===== src/rtl/button_conditioner.sv =====
// N-channel pushbutton front end: 2-flop synchroniser, debounce, and registered
// press / release / long-press (with optional auto-repeat) strobes per channel.
module button_conditioner #(
   parameter int N_BUTTONS         = 3,
   parameter int ACTIVE_LOW        = 0,
   parameter int DEBOUNCE_CYCLES   = 120000,
   parameter int LONG_PRESS_CYCLES = 12000000,
   parameter int REPEAT_CYCLES     = 0
) (
   input  logic                 clk,
   input  logic                 rst_n,
   input  logic                 ena,
   input  logic [N_BUTTONS-1:0] i_buttons,
   output logic [N_BUTTONS-1:0] o_level,
   output logic [N_BUTTONS-1:0] o_press,
   output logic [N_BUTTONS-1:0] o_release,
   output logic [N_BUTTONS-1:0] o_long
);

   localparam int DEB_W    = $clog2(DEBOUNCE_CYCLES + 1);
   localparam int HOLD_MAX = (LONG_PRESS_CYCLES > REPEAT_CYCLES) ? LONG_PRESS_CYCLES
                                                                 : REPEAT_CYCLES;
   localparam int HOLD_W   = $clog2(HOLD_MAX + 1);

   localparam logic [DEB_W-1:0]  DEB_LAST  = DEB_W'(DEBOUNCE_CYCLES - 1);
   localparam logic [HOLD_W-1:0] LONG_LAST = HOLD_W'(LONG_PRESS_CYCLES - 1);
   localparam logic [HOLD_W-1:0] REP_LAST  =
      HOLD_W'((REPEAT_CYCLES > 0) ? REPEAT_CYCLES - 1 : 0);

   typedef enum logic [1:0] {
      ST_IDLE,
      ST_HOLD,
      ST_LONG
   } hold_state_t;

   logic [N_BUTTONS-1:0] pin_pressed;
   logic [N_BUTTONS-1:0] sync1;
   logic [N_BUTTONS-1:0] sync2;

   // Normalise polarity first so "released" is always 0 through the synchroniser.
   assign pin_pressed = (ACTIVE_LOW != 0) ? ~i_buttons : i_buttons;

   // NOTE: sequential state uses non-blocking assignments so every flop samples
   // pre-edge values; blocking here would collapse the two sync stages into one.
   always_ff @(posedge clk or negedge rst_n) begin
      if (!rst_n) begin
         sync1 <= '0;
         sync2 <= '0;
      end else begin
         sync1 <= pin_pressed;
         sync2 <= sync1;
      end
   end

   for (genvar ch = 0; ch < N_BUTTONS; ch++) begin : g_ch
      logic [DEB_W-1:0]  deb_cnt;
      logic              level_q;
      logic              press_q;
      logic              release_q;
      logic              long_q;
      logic              differs;
      logic              commit;
      logic              commit_press;
      logic              commit_release;
      hold_state_t       state;
      logic [HOLD_W-1:0] hcnt;

      assign differs        = sync2[ch] != level_q;
      assign commit         = differs && ena && (deb_cnt == DEB_LAST);
      assign commit_press   = commit && sync2[ch];
      assign commit_release = commit && !sync2[ch];

      // Debounce: a new level must disagree with o_level for DEBOUNCE_CYCLES
      // consecutive enabled cycles; any agreement restarts the count.
      always_ff @(posedge clk or negedge rst_n) begin
         if (!rst_n) begin
            deb_cnt   <= '0;
            level_q   <= 1'b0;
            press_q   <= 1'b0;
            release_q <= 1'b0;
         end else begin
            press_q   <= commit_press;
            release_q <= commit_release;
            if (!differs) begin
               deb_cnt <= '0;
            end else if (ena) begin
               if (commit) begin
                  level_q <= sync2[ch];
                  deb_cnt <= '0;
               end else begin
                  deb_cnt <= deb_cnt + 1'b1;
               end
            end
         end
      end

      // Hold tracking; a release always wins over a long strobe on the same edge.
      always_ff @(posedge clk or negedge rst_n) begin
         if (!rst_n) begin
            state  <= ST_IDLE;
            hcnt   <= '0;
            long_q <= 1'b0;
         end else begin
            long_q <= 1'b0;
            if (commit_release) begin
               state <= ST_IDLE;
               hcnt  <= '0;
            end else if (commit_press) begin
               state <= ST_HOLD;
               hcnt  <= '0;
            end else if (ena) begin
               case (state)
                  ST_HOLD: begin
                     if (hcnt == LONG_LAST) begin
                        long_q <= 1'b1;
                        hcnt   <= '0;
                        state  <= ST_LONG;
                     end else begin
                        hcnt <= hcnt + 1'b1;
                     end
                  end
                  ST_LONG: begin
                     // With repeat disabled the counter stays frozen until release.
                     if (REPEAT_CYCLES > 0) begin
                        if (hcnt == REP_LAST) begin
                           long_q <= 1'b1;
                           hcnt   <= '0;
                        end else begin
                           hcnt <= hcnt + 1'b1;
                        end
                     end
                  end
                  default: begin
                     hcnt <= '0;
                  end
               endcase
            end
         end
      end

      assign o_level[ch]   = level_q;
      assign o_press[ch]   = press_q;
      assign o_release[ch] = release_q;
      assign o_long[ch]    = long_q;
   end

endmodule


===== config.mk =====
export PLATFORM = sky130hd
export DESIGN_NAME = button_conditioner
export DESIGN_NICKNAME = d
export VERILOG_FILES = /design/src/rtl/button_conditioner.sv
export SDC_FILE = /design/constraint.sdc
export NUM_CORES = 1
export LEC_CHECK = 0
export CAP_MARGIN = 20
export CORE_AREA = 4 4 127 177
export DETAILED_ROUTE_END_ITERATION = 7
export DIE_AREA = 0 0 131 181
export GPL_TIMING_DRIVEN = 0
export MAX_ROUTING_LAYER = met4
export PLACE_DENSITY = 0.64
export SYNTH_ARGS = -nofsm -noshare
export SYNTH_HDL_FRONTEND = slang
export SYNTH_SLANG_ARGS = --single-unit

===== constraint.sdc =====
create_clock -name clk -period 6.5 [get_ports clk]
set_input_delay 1.3 -clock clk [delete_from_list [all_inputs] [get_ports clk]]
set_output_delay 1.3 -clock clk [all_outputs]
set_load 0.02 [all_outputs]

==> results.cfg <==
[run_status]
run_status = finished clean

[clocking]
cts_tree = built
cts_resized = 0
clk_path_buf_depth = 2
cts_buffers = 17
clock-sinks = 147
hold_buffers = 0
htreeDepth = 4
cts_setup_buffers = 0
clock_latency_ns = 0.42
cts.clk_slew.worst_paths_ns = 0.06
cts_root_buf = clkbuf_16

[yosys]
synth_seq_cells = 147
synth_mux_area_share_pct = 3.21
avgSynthCellArea_sq_um = 9.06
synth_cell_type_count = 63
ys.warnings.count = 0
synth_top_cell_by_area = dfrtp_1
synth_top_family_by_area = simple AND/OR/NAND/NOR gates
synthFlopType = dfrtp_1
yosys.area_share.simple_pct = 28.0
async_flop_share_pct = 100
synthAdderAreaFrac_pct = 0.912
synthTopCellsByArea = dfrtp_1 45%, a21oi_1 4.9%, nand3_1 4.3%
synthCells = 908
synthesis.area_sq_um = 8230
synth_compound_area_share_pct = 17.7
synthXorXnorAreaFrac_pct = 1.06
synth_edf_count = 0
synth_top_area_share_pct = 44.7
synth_fp_nets = 920
yosysSeqAreaShare_pct = 44.7

[worst_setup_path]
reg2reg_slack_ns = 3.60
cp.arrival_ns = 4.42
r2r_cells = 8
reg2reg_from = g_ch[1].deb_cnt[0]
critical_path_class = input port to register
cp-endpoint = g_ch[0].hcnt[6]
worstPathMaxFanout = 10
crit_start = ena
crit_required_ns = 6.77
r2r_end = g_ch[1].hcnt[7]
end_kind = register
crit_path_start_kind = input port

[sta]
rsz0062_at_grt = false
slew_headroom_pct = 38.4
skew_ns = 0.0156
max_freq_ghz = 0.241
tightest_slew_ns = 0.916
setup_violations = 0
finalHoldViolCount = 0
post-route-period-util_pct = 63.9
slew_violations = 0
whs_ns = 0.352
post-route-min-period_ns = 4.15
fin_setup_tns_ns = 0

[floorplan]
start_util_pct = 39.1
die_h_um = 181
row_count = 63
die-area_sq_um = 23700
die_x_um = 131
core_sq_um = 21000
pin_count = 18

[cells_and_area]
layout-drive-gt1-share_pct = 7.11
fillerInstances = 2026
area_growth_pct = 13.4
nets = 957
design_area_sq_um = 9330
diodes = 0
stdcell_count = 1217

[detailed_routing]
vias = 7207
vias_per_cell = 5.92
drc = 0
wl_per_cell_um = 16.3
ant_nets = 0
drt-initial-drc-count = 373
firstDrtPassIters = 5
wirelength_um = 19900

[global_routing]
grt_use_met1_pct = 21.4
grtUsageMet3_pct = 3.34
antenna_found_initial = 0
grt_pass1_wl_um = 34100
grtUsageTotal_pct = 17.9
grt_pass1_vias = 7073
gr-max-usage-layer = met2
grt_max_degree = 97
use_met2_pct = 29.6
grt-ovfl-total = 0

[job]
cap_violations = 0

[min_path]
min_from = sync1[2]
hold_path.class = register to register

[pwr]
power_mw = 1.97
power.density_nw_per_um2 = 211
leakagePower_nw = 3.62
vdd_drop_max_mv = 0.173

[place]
gp_congestion = 0.876
place_inst = 1186
dp_hpwl_um = 13800
place_area_sq_um = 8750
io_buffers = 17
## final cells by class
class	instances	area (sq um)	share of cell area, %
Timing Repair Buffer	18	199	2.13
Tap cell	260	325	3.49
Inverter	33	124	1.33
Clock inverter	10	108	1.15
Clock buffer	21	470	5.04
Sequential cell	147	3680	39.4
Multi-Input combinational cell	678	4190	44.9
Buffer	50	239	2.56
## worst max-delay path: stages
cell,delay [ns]
clkdlybuf4s50_1,0.59
buf_1,0.55
clkbuf_1,0.52
nand4_1,0.47
nand2_1,0.45
clkbuf_1,0.44
a21oi_1,0.09
## Yosys cell counts (6+ instances only)
master,n
nand4_1,40
nor2b_1,6
o21ai_0,42
nand2_1,82
nand3_1,70
nand3b_1,6
nor4_1,17
or4_1,26
or3_1,31
a21oi_1,81
mux2i_1,23
or2_2,6
clkbuf_1,33
o211ai_1,9
and2_1,13
a31oi_1,14
nor2_1,40
o31ai_1,23
a21o_1,9
ha_1,6
buf_4,13
nor3_1,14
and3_1,14
and4_1,7
inv_1,33
a22o_1,17
xnor2_1,6
dfrtp_1,147
nand4b_1,7
## where the power goes
part	internal, mW	switching (mW)
logic	0.0198	0.0512
clock network	0.590	0.380
registers	0.920	0.00395
total	1.53	0.435
## layout by cell type (no fill, tap or decap), drive strengths merged, types with 6 or more instances in the layout
cell,count
a21o,9
a21oi,81
a22o,17
a31oi,14
and2,14
and3,14
and4,7
buf,19
clkbuf,54
clkdlybuf4s50,16
dfrtp,147
ha,6
inv,33
mux2i,23
nand2,82
nand3,70
nand3b,6
nand4,40
nand4b,7
nor2,40
nor2b,6
nor3,16
nor4,18
o211ai,9
o21ai,46
o31ai,23
or2,6
or3,31
or4,26
or4b,6
xnor2,6
## metrics by stage
stage	setup slack (ns)	utilization, %
2_1_floorplan	3.56	-
3_3_place_gp	-2.12	41.4
3_5_place_dp	1.82	41.6
4_1_cts	2.28	44.3
5_1_grt	2.05	44.3
6_report	2.35	44.3
## cells by family (layout without fill, tap and decap cells)
logic type      count (synthesis)  count (layout)
buf+inv                        83             132
mux                            26              26
simple gates                  406             406
fa+ha+maj                       6               6
xor+xnor                       10              10
compound gates                230             230
flops                         147             147
## per-layer routing
metal	part of all wire (%)	vias up	routed length (um)
met2	51	160	10200
li1	-	3507	-
met3	3.0	33	603
met1	43	3507	8640
met5	0	-	0
met4	2.0	0	407
## sequential cells by signal, summed over array words and instances (netlist names)
signal and flops:
g_ch.deb_cnt 51, g_ch.hcnt 72, g_ch.level_q 3, g_ch.long_q 3, g_ch.press_q 3, g_ch.release_q 3, g_ch.state 6, sync1 3
sync2 3
## worst min path at each step
stage                     to  slack [ns]  cells past startpoint
detailed placement  sync2[2]        0.34                      0
floorplan           sync2[0]        0.33                      0
CTS                 sync2[1]        0.36                      0
global route        sync2[2]        0.36                      0
global placement    sync2[1]        0.33                      0
finish              sync2[2]        0.35                      0
Power figures use the tool's default switching activity.
